## config.mk

```make
export PLATFORM = sky130hd
export DESIGN_NAME = riscv_decoder
export DESIGN_NICKNAME = d
export VERILOG_FILES = /design/src/rtl/riscv_decoder.sv
export SDC_FILE = /design/constraint.sdc
export NUM_CORES = 1
export LEC_CHECK = 0
export BUFFER_PORTS_ARGS = -buffer_cell sky130_fd_sc_hd__clkbuf_2
export CORE_MARGIN = 4
export CORE_UTILIZATION = 40
export CTS_CLUSTER_SIZE = 8
export DETAILED_ROUTE_END_ITERATION = 16
export PLACE_DENSITY_LB_ADDON = 0.08
export SYNTH_ARGS = -nofsm -noshare
export SYNTH_HDL_FRONTEND = slang
export SYNTH_SLANG_ARGS = --single-unit
```

## constraint.sdc

```tcl
create_clock -name clk_i -period 5.39 [get_ports clk_i]
set_clock_uncertainty 0.2 [all_clocks]
set_input_delay 0.8085 -clock clk_i [delete_from_list [all_inputs] [get_ports clk_i]]
set_output_delay 0.8085 -clock clk_i [all_outputs]
set_load 0.02 [all_outputs]
```

## src/rtl/riscv_decoder.sv

```systemverilog
// riscv_decoder: combinational RV32I main decoder with a registered sticky
// flag that records whether any illegal instruction was decoded since reset.
module riscv_decoder (
    input  logic        clk_i,
    input  logic        rst_ni,
    input  logic [31:0] fetched_instr_i,
    output logic [1:0]  ex_op_a_sel_o,
    output logic [2:0]  ex_op_b_sel_o,
    output logic [4:0]  alu_op_o,
    output logic        mem_req_o,
    output logic        mem_we_o,
    output logic [2:0]  mem_size_o,
    output logic        gpr_we_a_o,
    output logic        wb_src_sel_o,
    output logic        illegal_instr_o,
    output logic        branch_o,
    output logic        jal_o,
    output logic        jalr_o,
    output logic        illegal_seen_o
);

    localparam logic [4:0] OPC_LOAD     = 5'b00000;
    localparam logic [4:0] OPC_MISC_MEM = 5'b00011;
    localparam logic [4:0] OPC_OP_IMM   = 5'b00100;
    localparam logic [4:0] OPC_AUIPC    = 5'b00101;
    localparam logic [4:0] OPC_STORE    = 5'b01000;
    localparam logic [4:0] OPC_OP       = 5'b01100;
    localparam logic [4:0] OPC_LUI      = 5'b01101;
    localparam logic [4:0] OPC_BRANCH   = 5'b11000;
    localparam logic [4:0] OPC_JALR     = 5'b11001;
    localparam logic [4:0] OPC_JAL      = 5'b11011;
    localparam logic [4:0] OPC_SYSTEM   = 5'b11100;

    localparam logic [1:0] OP_A_RS1  = 2'b00;
    localparam logic [1:0] OP_A_PC   = 2'b01;
    localparam logic [1:0] OP_A_ZERO = 2'b10;

    localparam logic [2:0] OP_B_RS2  = 3'b000;
    localparam logic [2:0] OP_B_IMMI = 3'b001;
    localparam logic [2:0] OP_B_IMMU = 3'b010;
    localparam logic [2:0] OP_B_IMMS = 3'b011;
    localparam logic [2:0] OP_B_INCR = 3'b100;

    localparam logic [4:0] ALU_ADD  = 5'b00000;
    localparam logic [4:0] ALU_SUB  = 5'b01000;
    localparam logic [4:0] ALU_XOR  = 5'b00100;
    localparam logic [4:0] ALU_OR   = 5'b00110;
    localparam logic [4:0] ALU_AND  = 5'b00111;
    localparam logic [4:0] ALU_SRA  = 5'b01101;
    localparam logic [4:0] ALU_SRL  = 5'b00101;
    localparam logic [4:0] ALU_SLL  = 5'b00001;
    localparam logic [4:0] ALU_LTS  = 5'b11100;
    localparam logic [4:0] ALU_LTU  = 5'b11110;
    localparam logic [4:0] ALU_GES  = 5'b11101;
    localparam logic [4:0] ALU_GEU  = 5'b11111;
    localparam logic [4:0] ALU_EQ   = 5'b11000;
    localparam logic [4:0] ALU_NE   = 5'b11001;
    localparam logic [4:0] ALU_SLTS = 5'b00010;
    localparam logic [4:0] ALU_SLTU = 5'b00011;

    localparam logic [2:0] SIZE_W = 3'b010;

    logic [4:0] op;
    logic [2:0] f3;
    logic [6:0] f7;
    logic       illegal_seen_q;
    logic       illegal_seen_d;

    assign op = fetched_instr_i[6:2];
    assign f3 = fetched_instr_i[14:12];
    assign f7 = fetched_instr_i[31:25];

    // Main decode: defaults first, per-opcode overrides, then illegal squash.
    always_comb begin
        ex_op_a_sel_o   = OP_A_RS1;
        ex_op_b_sel_o   = OP_B_IMMI;
        alu_op_o        = ALU_ADD;
        mem_req_o       = 1'b0;
        mem_we_o        = 1'b0;
        mem_size_o      = SIZE_W;
        gpr_we_a_o      = 1'b0;
        wb_src_sel_o    = 1'b0;
        illegal_instr_o = 1'b0;
        branch_o        = 1'b0;
        jal_o           = 1'b0;
        jalr_o          = 1'b0;

        if (fetched_instr_i[1:0] != 2'b11) begin
            illegal_instr_o = 1'b1;
        end else begin
            case (op)
                OPC_LOAD: begin
                    mem_req_o    = 1'b1;
                    mem_size_o   = f3;
                    wb_src_sel_o = 1'b1;
                    gpr_we_a_o   = 1'b1;
                    if (f3 == 3'd3 || f3 == 3'd6 || f3 == 3'd7) illegal_instr_o = 1'b1;
                end
                OPC_MISC_MEM: begin
                    if (f3 != 3'd0) illegal_instr_o = 1'b1;
                end
                OPC_OP_IMM: begin
                    gpr_we_a_o = 1'b1;
                    case (f3)
                        3'd0: alu_op_o = ALU_ADD;
                        3'd1: begin
                            alu_op_o = ALU_SLL;
                            if (f7 != 7'h00) illegal_instr_o = 1'b1;
                        end
                        3'd2: alu_op_o = ALU_SLTS;
                        3'd3: alu_op_o = ALU_SLTU;
                        3'd4: alu_op_o = ALU_XOR;
                        3'd5: begin
                            if (f7 == 7'h00)      alu_op_o = ALU_SRL;
                            else if (f7 == 7'h20) alu_op_o = ALU_SRA;
                            else                  illegal_instr_o = 1'b1;
                        end
                        3'd6: alu_op_o = ALU_OR;
                        default: alu_op_o = ALU_AND;
                    endcase
                end
                OPC_AUIPC: begin
                    ex_op_a_sel_o = OP_A_PC;
                    ex_op_b_sel_o = OP_B_IMMU;
                    gpr_we_a_o    = 1'b1;
                end
                OPC_STORE: begin
                    ex_op_b_sel_o = OP_B_IMMS;
                    mem_req_o     = 1'b1;
                    mem_we_o      = 1'b1;
                    mem_size_o    = f3;
                    if (f3 > 3'd2) illegal_instr_o = 1'b1;
                end
                OPC_OP: begin
                    ex_op_b_sel_o = OP_B_RS2;
                    gpr_we_a_o    = 1'b1;
                    case ({f7, f3})
                        {7'h00, 3'd0}: alu_op_o = ALU_ADD;
                        {7'h20, 3'd0}: alu_op_o = ALU_SUB;
                        {7'h00, 3'd1}: alu_op_o = ALU_SLL;
                        {7'h00, 3'd2}: alu_op_o = ALU_SLTS;
                        {7'h00, 3'd3}: alu_op_o = ALU_SLTU;
                        {7'h00, 3'd4}: alu_op_o = ALU_XOR;
                        {7'h00, 3'd5}: alu_op_o = ALU_SRL;
                        {7'h20, 3'd5}: alu_op_o = ALU_SRA;
                        {7'h00, 3'd6}: alu_op_o = ALU_OR;
                        {7'h00, 3'd7}: alu_op_o = ALU_AND;
                        default:       illegal_instr_o = 1'b1;
                    endcase
                end
                OPC_LUI: begin
                    ex_op_a_sel_o = OP_A_ZERO;
                    ex_op_b_sel_o = OP_B_IMMU;
                    gpr_we_a_o    = 1'b1;
                end
                OPC_BRANCH: begin
                    ex_op_b_sel_o = OP_B_RS2;
                    branch_o      = 1'b1;
                    case (f3)
                        3'd0:    alu_op_o = ALU_EQ;
                        3'd1:    alu_op_o = ALU_NE;
                        3'd4:    alu_op_o = ALU_LTS;
                        3'd5:    alu_op_o = ALU_GES;
                        3'd6:    alu_op_o = ALU_LTU;
                        3'd7:    alu_op_o = ALU_GEU;
                        default: illegal_instr_o = 1'b1;
                    endcase
                end
                OPC_JALR: begin
                    ex_op_a_sel_o = OP_A_PC;
                    ex_op_b_sel_o = OP_B_INCR;
                    gpr_we_a_o    = 1'b1;
                    jalr_o        = 1'b1;
                    if (f3 != 3'd0) illegal_instr_o = 1'b1;
                end
                OPC_JAL: begin
                    ex_op_a_sel_o = OP_A_PC;
                    ex_op_b_sel_o = OP_B_INCR;
                    gpr_we_a_o    = 1'b1;
                    jal_o         = 1'b1;
                end
                OPC_SYSTEM: begin
                    // Only ECALL (all upper bits zero) is accepted, as a NOP.
                    if (fetched_instr_i[31:7] != 25'd0) illegal_instr_o = 1'b1;
                end
                default: illegal_instr_o = 1'b1;
            endcase
        end

        // An illegal word must not cause side effects: fall back to defaults.
        if (illegal_instr_o) begin
            ex_op_a_sel_o = OP_A_RS1;
            ex_op_b_sel_o = OP_B_IMMI;
            alu_op_o      = ALU_ADD;
            mem_req_o     = 1'b0;
            mem_we_o      = 1'b0;
            mem_size_o    = SIZE_W;
            gpr_we_a_o    = 1'b0;
            wb_src_sel_o  = 1'b0;
            branch_o      = 1'b0;
            jal_o         = 1'b0;
            jalr_o        = 1'b0;
        end
    end

    assign illegal_seen_d = illegal_seen_q | illegal_instr_o;

    // Sticky illegal record; only a reset clears it.
    always_ff @(posedge clk_i or negedge rst_ni) begin
        if (!rst_ni) illegal_seen_q <= 1'b0;
        else         illegal_seen_q <= illegal_seen_d;
    end

    assign illegal_seen_o = illegal_seen_q;

endmodule

```

==> results of run 1 <==
[critical path: cells and delay by family]
kind,cells,cell delay [ns]
buffers and inverters,2,0.38
AO/OA/AOI/OAI,3,1.17
AND/OR/NAND/NOR,2,0.80
[cell type report]
class                   count  area, sq um
repair buffers             55          275
fillers                   135          515
inverters                   5         18.8
multi-input cells          86          529
flip-flops and latches      1         25.0
well taps                  15         18.8
[through the flow]
| stage | setup slack, ns | util, % | area (sq um) | hold slack [ns] |
|---|---|---|---|---|
| after global placement | 1.26 | 62.7 | 867 | 0.270 |
| after floorplan | 1.49 | - | 618 | 0.313 |
| after CTS | 1.21 | 62.7 | 867 | 0.260 |
| after global routing | 1.04 | 62.7 | 867 | 0.269 |
| final | 1.21 | 62.7 | 867 | 0.251 |
| after detailed placement | 1.21 | 62.7 | 867 | 0.260 |
[power groups by stage]
stage	Sequential [uW]	Combinational (uW)	Clock, uW
CTS	7.64	42.6	0
finish	7.64	42.7	0
detailed placement	7.64	42.5	0
global route	7.64	48.3	0
floorplan	7.65	25.9	0
global placement	7.65	41.7	0
[per-layer routing]
metal	up-vias	track usage, %	wire [um]
met1	426	25.3	848
met4	0	0	0
met3	0	0.383	179
met2	44	34.8	979
met5	-	0	0
li1	475	-	-
[cells in the final DEF (no fill, tap or decap), drive strengths merged, types with 2 or more instances in the layout]
master   instances
nand2b           2
nand3            4
o21ai            4
nand2           11
or3              2
clkbuf          55
nor2             8
a221oi           2
o2111ai          2
nor3b            2
inv              5
and3b            2
a21oi            8
or4              2
o211ai           2
nor3            12
and2             2
nor4             7
[how the worst min path moves through the flow]
stage	cells past startpoint	endpoint
2_1_floorplan	0	illegal_seen_o
3_3_place_gp	1	illegal_seen_o
3_5_place_dp	1	illegal_seen_o
4_1_cts	1	illegal_seen_o
5_1_grt	1	illegal_seen_o
6_report	1	illegal_seen_o
[cell families after synthesis]
family	after synthesis	share of synthesized area (%)
AO/OA/AOI/OAI	25	28.1
XOR/XNOR	1	1.42
buffers and inverters	14	10.3
flip-flops	1	4.05
AND/OR/NAND/NOR	60	56.1
==> impl_metrics.json, run 1 <==
{
  "portBuffers": 55,
  "min-delay-start": "illegal_seen_o",
  "hold_path.class": "reg -> reg",
  "fp.dieW_um": 47.3,
  "antenna_cells": 0,
  "yosysTopAreaCellShare_pct": 8.91,
  "rows": 13,
  "track_usage_pct": 18.8,
  "io_pins": 56,
  "syn_inst": 101,
  "clk_pin_slew_ns": 0,
  "drive_gt1_share_pct": 40.1,
  "synthArstFlopShare_pct": 100,
  "max_freq_mhz": 239,
  "p_int_uw": 25.1,
  "avgSynthCellArea_sq_um": 6.12,
  "grt_pass1_vias": 781,
  "globalplace.congestion": 0.871,
  "postCtsSetupBuffers": 0,
  "grt_pass1_wl_um": 3220,
  "cpPeakStageDelay_ns": 0.66,
  "hold_buffers": 0,
  "post-route-period-util_pct": 77.6,
  "via_count": 945,
  "yosys_warnings": 0,
  "die_area_sq_um": 2240,
  "tns_ns": 0,
  "yosysTopAreaCell": "nor3_1",
  "reg2reg_depth": 1,
  "p_clk_share_pct": 0,
  "reg2reg_to": "illegal_seen_o",
  "areaGrowthSynthToFinish_pct": 40.3,
  "nets": 183,
  "placed_cells": 162,
  "status": "finished clean",
  "largest_reg_flops": 1,
  "power_density_nw_per_um2": 58.0,
  "cp-endpoint": "mem_size_o[1]",
  "ys_types": 37,
  "worstPathCellList": "clkbuf_2 -> and3b_1 -> a41oi_1 -> o2111ai_2 -> a2111o_1 -> or4_4 -> clkbuf_2",
  "drt.antenna.violating_nets": 0,
  "core_area_sq_um": 1380,
  "ys_ff_latch": 1,
  "grt_max_degree": 20,
  "ir_worst_vdd_uv": 36.6,
  "p_total_uw": 50.3,
  "slew_headroom_pct": 59.6,
  "ys.flop_type": "dfrtp_1",
  "switching_share_pct": 50.2,
  "netlist_area_sq_um": 618,
  "p_comb_share_pct": 84.8,
  "antenna_found_initial": 0,
  "rrSetupSlack_ns": 4.35,
  "cts_resized": 0,
  "tightest_slew_ns": 0.591,
  "seq_power_share_pct": 15.2,
  "hold_viol": 0,
  "setup.worst_path.start": "fetched_instr_i[4]",
  "initial_core_util_pct": 44.7,
  "start_kind": "input pin",
  "drc": 0,
  "clk_latency_ns": 0,
  "synth_common_cells": "11 x nand2_1, 11 x nor3_1, 8 x a21oi_1, 8 x nor2_1, 7 x nor4_1",
  "drv_slew": 0,
  "worstSetupPathType": "in -> out",
  "die_h_um": 47.3,
  "wl_per_cell_um": 12.4,
  "dp_hpwl_um": 1730,
  "p_leak_uw": 0.000390,
  "endpoint_kind": "output pin",
  "syn-num-nets": 135,
  "grt_overflow": 0,
  "setup_viol": 0,
  "ys_seq_area_share_pct": 4.05,
  "finalCriticalPeriod_ns": 4.18,
  "crit_top_cell": "clkbuf_2",
  "p_sw_uw": 25.3,
  "drtPass1Iterations": 4,
  "vias_per_cell": 5.83,
  "r2r_start": "illegal_seen_o",
  "cap_violations": 0,
  "crit_arrival_ns": 3.17,
  "synthTopCellsByArea": "nor3_1 8.9%, nor4_1 7.1%, nand2_1 6.7%",
  "drt_first_iter_violations": 35,
  "fin_cells": 162,
  "synth-edff-count": 0,
  "worst_ep_required_time_ns": 4.38,
  "rsz0062_at_grt": "false",
  "crit_fanout": 19,
  "finalWirelength_um": 2010,
  "crit_path_top_delay_cell": "a2111o_1"
}
No activity file was read; power rests on OpenSTA's default activity.
==> run 2, diff against run 1 <==
--- a/config.mk
+++ b/config.mk
@@ -7,7 +7,7 @@
 export LEC_CHECK = 0
 export BUFFER_PORTS_ARGS = -buffer_cell sky130_fd_sc_hd__clkbuf_2
 export CORE_MARGIN = 4
-export CORE_UTILIZATION = 40
+export CORE_UTILIZATION = 33
 export CTS_CLUSTER_SIZE = 8
 export DETAILED_ROUTE_END_ITERATION = 16
 export PLACE_DENSITY_LB_ADDON = 0.08
==> constraint.sdc (replaced) <==
create_clock -name clk_i -period 3.4 [get_ports clk_i]
set_clock_uncertainty 0.2 [all_clocks]
set_input_delay 0.51 -clock clk_i [delete_from_list [all_inputs] [get_ports clk_i]]
set_output_delay 0.51 -clock clk_i [all_outputs]
set_load 0.02 [all_outputs]
==> run 2 against run 1 <==
  * Die area grew 17%
  * Sequential share of layout area decreased by 0.23 points
  * Worst setup slack lost 1.0 ns
  * Cell count up 11%
  * Sequential cell count unchanged
  * Routed wire length grew 7.5%
  * Total power grew 74%
==> impl_metrics.json, run 2 (same netlist as run 1, synthesis figures left out) <==
{
  "setup_viol": 0,
  "drive_gt1_share_pct": 43.2,
  "antenna_cells": 0,
  "finalCriticalPeriod_ns": 3.23,
  "portBuffers": 55,
  "globalplace.congestion": 0.877,
  "r2r_start": "illegal_seen_o",
  "drv_slew": 0,
  "tightest_slew_ns": 0.548,
  "grt_pass1_wl_um": 3260,
  "antenna_found_initial": 0,
  "worst_ep_required_time_ns": 2.69,
  "die_h_um": 51.3,
  "nets": 191,
  "drtPass1Iterations": 4,
  "rows": 15,
  "start_kind": "input pin",
  "largest_reg_flops": 1,
  "clk_pin_slew_ns": 0,
  "die_area_sq_um": 2630,
  "crit_arrival_ns": 2.52,
  "endpoint_kind": "output pin",
  "cts_resized": 0,
  "p_leak_uw": 0.000430,
  "rrSetupSlack_ns": 2.36,
  "max_freq_mhz": 310,
  "power_density_nw_per_um2": 92.8,
  "worstSetupPathType": "in -> out",
  "drt_first_iter_violations": 19,
  "p_comb_share_pct": 86.1,
  "ir_worst_vdd_uv": 44.6,
  "io_pins": 56,
  "hold_buffers": 0,
  "vias_per_cell": 5.17,
  "core_area_sq_um": 1750,
  "grt_pass1_vias": 813,
  "tns_ns": 0,
  "grt_max_degree": 13,
  "cap_violations": 0,
  "p_sw_uw": 41.9,
  "track_usage_pct": 14.9,
  "final_cell_mix": "54 x clkbuf_2, 11 x nand2_1, 11 x nor3_1",
  "reg2reg_to": "illegal_seen_o",
  "via_count": 931,
  "setup.worst_path.start": "fetched_instr_i[26]",
  "drt.antenna.violating_nets": 0,
  "layout.cells.most_common": "clkbuf_2",
  "wl_per_cell_um": 12.0,
  "drc": 0,
  "initial_core_util_pct": 35.4,
  "dp_hpwl_um": 1860,
  "hold_viol": 0,
  "postCtsSetupBuffers": 0,
  "rsz0062_at_grt": "false",
  "slew_headroom_pct": 63.4,
  "reg2reg_depth": 1,
  "clk_latency_ns": 0,
  "status": "finished clean",
  "p_total_uw": 87.4,
  "seq_power_share_pct": 13.9,
  "p_clk_share_pct": 0,
  "post-route-period-util_pct": 95.0,
  "grt_overflow": 0,
  "fp.dieW_um": 51.3,
  "areaGrowthSynthToFinish_pct": 52.2,
  "hold_path.class": "in -> async",
  "p_int_uw": 45.4,
  "finalWirelength_um": 2160,
  "switching_share_pct": 48.0,
  "crit_fanout": 4
}
-- run 2: changes by cell type in the layout (fill, tap and decap cells not counted) --
cell and change:
clkbuf_2 -1, a2111oi_1 +1, buf_4 +8, buf_2 +1, a2111oi_0 -1
-- run 2: worst max-delay path by stage --
| stage | to | slack, ns | cells after the start |
|---|---|---|---|
| floorplan | ex_op_b_sel_o[1] | 0.1 | 6 |
| global placement | mem_size_o[1] | 0.13 | 7 |
| detailed placement | mem_size_o[1] | 0.10 | 7 |
| CTS | mem_size_o[1] | 0.1 | 7 |
| global route | ex_op_b_sel_o[1] | 0.04 | 8 |
| finish | mem_size_o[1] | 0.17 | 7 |
-- run 2: metrics by stage --
stage | cells | utilization [%] | area [sq um] | hold slack [ns] | setup slack, ns
final | 180 | 53.9 | 941 | 0.0852 | 0.171
after global routing | 180 | 53.9 | 941 | 0.0860 | 0.0364
after CTS | 180 | 53.8 | 940 | 0.0854 | 0.0961
after detailed placement | 180 | 53.8 | 940 | 0.0854 | 0.100
after global placement | 180 | 53.8 | 940 | 0.0848 | 0.127
after floorplan | 101 | - | 618 | 0.0144 | 0.0970
-- run 2: critical path, cell delays in order --
cell,delay [ns]
clkbuf_2,0.08
or4_4,0.53
nor3_4,0.19
a2111oi_1,0.15
a2111o_1,0.41
or4_4,0.48
clkbuf_2,0.17
-- run 2: power groups by stage --
stage	Clock [uW]	Sequential (uW)	Combinational [uW]
3_5_place_dp	0	12.1	74.7
3_3_place_gp	0	12.1	73.7
6_report	0	12.1	75.2
5_1_grt	0	12.1	83.0
4_1_cts	0	12.1	75.0
2_1_floorplan	0	12.1	41.1
-- run 2: cell type report --
| class | count | area, sq um |
|---|---|---|
| Inverter | 5 | 18.8 |
| Tap cell | 25 | 31.3 |
| Sequential cell | 1 | 25.0 |
| Multi-Input combinational cell | 86 | 531 |
| Timing Repair Buffer | 63 | 335 |
| Fill cell | 196 | 805 |
-- run 2: metal layers --
layer / track usage (%) / routed length [um] / vias up
met1: 18.8 / 895 / 400
met4: 0.873 / 8 / 0
li1: - / - / 494
met2: 28.5 / 1100 / 35
met5: 0 / 0 / -
met3: 1.17 / 158 / 2
==> run 3, diff against run 2 <==
--- a/config.mk
+++ b/config.mk
@@ -6,7 +6,7 @@
 export NUM_CORES = 1
 export LEC_CHECK = 0
 export BUFFER_PORTS_ARGS = -buffer_cell sky130_fd_sc_hd__clkbuf_2
-export CORE_MARGIN = 4
+export CORE_MARGIN = 8
 export CORE_UTILIZATION = 33
 export CTS_CLUSTER_SIZE = 8
 export DETAILED_ROUTE_END_ITERATION = 16
==> run 3 against run 2 <==
  * Die area is 34% higher
  * Worst hold slack worse by 0.00062 ns
  * First-iteration DRC count increased by 11%
  * Critical path depth is the same
  * Routed wire length increased by 17%
  * Total power rose by 3.1%
  * Utilization grew 1.4 points
  * Sequential share of layout area is 0.066 points lower
  * Global-route usage shrank 0.95 points
  * Highest routed layer unchanged
  * Cell area increased by 2.5%
==> impl_metrics.json, run 3 (same netlist as run 1, synthesis figures left out) <==
{
  "worstPathCellList": "clkbuf_2 -> or4_4 -> nor3_4 -> a2111oi_1 -> a2111o_1 -> or4_4 -> clkbuf_2",
  "clk_latency_ns": 0,
  "top_layer_used": "met4",
  "p_sw_uw": 43.6,
  "switching_share_pct": 48.4,
  "dp_hpwl_um": 2120,
  "fin_area_sq_um": 965,
  "final_cell_mix": "54 x clkbuf_2, 11 x nand2_1, 11 x nor3_1, 11 x buf_4",
  "worst_ep_required_time_ns": 2.69,
  "wl_per_cell_um": 13.9,
  "drv_slew": 0,
  "start_kind": "input pin",
  "p_comb_share_pct": 86.5,
  "slew_headroom_pct": 65.9,
  "ir_worst_vdd_uv": 44.1,
  "cpPeakStageDelay_ns": 0.53,
  "worst-path-stages": 7,
  "rows": 15,
  "endpoint_kind": "output pin",
  "post-route-period-util_pct": 97.0,
  "largest_reg_flops": 1,
  "hold_viol": 0,
  "setup_viol": 0,
  "finalCriticalPeriod_ns": 3.30,
  "reg2reg_depth": 1,
  "antenna_cells": 0,
  "core_area_sq_um": 1750,
  "p_clk_share_pct": 0,
  "areaGrowthSynthToFinish_pct": 56.1,
  "crit_path_top_delay_cell": "or4_4",
  "nets": 193,
  "antenna_found_initial": 0,
  "p_total_uw": 90.1,
  "crit_arrival_ns": 2.59,
  "grt_pass1_wl_um": 4190,
  "tightest_slew_ns": 0.504,
  "grt_pass1_vias": 974,
  "crit_fanout": 4,
  "rsz0062_at_grt": "false",
  "place_area_sq_um": 947,
  "critPathBufInv": 2,
  "fp.dieW_um": 59.3,
  "portBuffers": 55,
  "status": "finished clean",
  "drc": 0,
  "initial_core_util_pct": 35.4,
  "grt_max_degree": 14,
  "cap_violations": 0,
  "p_int_uw": 46.5,
  "crit_family": "simple AND/OR/NAND/NOR gates",
  "power_density_nw_per_um2": 93.4,
  "hold_buffers": 0,
  "vias_per_cell": 5.42,
  "track_usage_pct": 14.0,
  "dr_wl_met2_um": 1260,
  "clk_pin_slew_ns": 0,
  "dr_wl_met3_um": 199,
  "die_h_um": 59.3,
  "drt_first_iter_violations": 21,
  "io_pins": 56,
  "die_area_sq_um": 3510,
  "drt.antenna.violating_nets": 0,
  "whs_ns": 0.0846,
  "drive_gt1_share_pct": 44.6,
  "drtPass1Iterations": 4,
  "wl_met1_um": 1060,
  "via_count": 986,
  "max_freq_mhz": 303,
  "layout.cells.most_common": "clkbuf_2",
  "finalWirelength_um": 2530,
  "seq_power_share_pct": 13.5,
  "grt_overflow": 0,
  "globalplace.congestion": 0.878,
  "worstSetupPathType": "in -> out",
  "p_leak_uw": 0.000440,
  "tns_ns": 0,
  "hold_path.class": "in -> async"
}
[run 3: area by class of cell]
type / count / area (sq um)
fillers: 197 / 781
multi-input cells: 86 / 537
repair buffers: 65 / 353
well taps: 25 / 31.3
flip-flops and latches: 1 / 25.0
inverters: 5 / 18.8
[run 3: path summary, 6_finish.rpt]
kind,from,to,slack (ns)
min reg2reg,illegal_seen_o,illegal_seen_o,0.27
max in group asynchronous,rst_ni,illegal_seen_o,2.83
min,rst_ni,illegal_seen_o,0.08
min in group clk_i,illegal_seen_o,illegal_seen_o,0.27
max,fetched_instr_i[26],mem_size_o[1],0.10
max reg2reg,illegal_seen_o,illegal_seen_o,2.35
[run 3: through the flow]
step | util [%] | std cells | worst slack [ns]
5_1_grt | 55.3 | 182 | 0.0134
6_report | 55.3 | 182 | 0.102
3_5_place_dp | 54.3 | 181 | 0.106
2_1_floorplan | - | 101 | 0.0970
3_3_place_gp | 54.3 | 181 | 0.143
4_1_cts | 54.3 | 181 | 0.101
[run 3: metal layers]
metal | up-vias | track usage (%)
met3 | 2 | 1.74
met2 | 38 | 26.3
met1 | 449 | 16.4
li1 | 497 | -
met5 | - | 0
met4 | 0 | 1.71
[run 3: power by group through the flow]
stage / clock network (uW) / registers [uW] / logic (uW)
6_report: 0 / 12.1 / 78.0
5_1_grt: 0 / 12.1 / 86.5
4_1_cts: 0 / 12.1 / 76.9
3_5_place_dp: 0 / 12.1 / 76.6
3_3_place_gp: 0 / 12.1 / 74.9
2_1_floorplan: 0 / 12.1 / 41.1
[run 3: timing repair]
item,CTS,global route
setup buffers,0,1
resized for setup,0,4
endpoints found under the setup margin,0,1
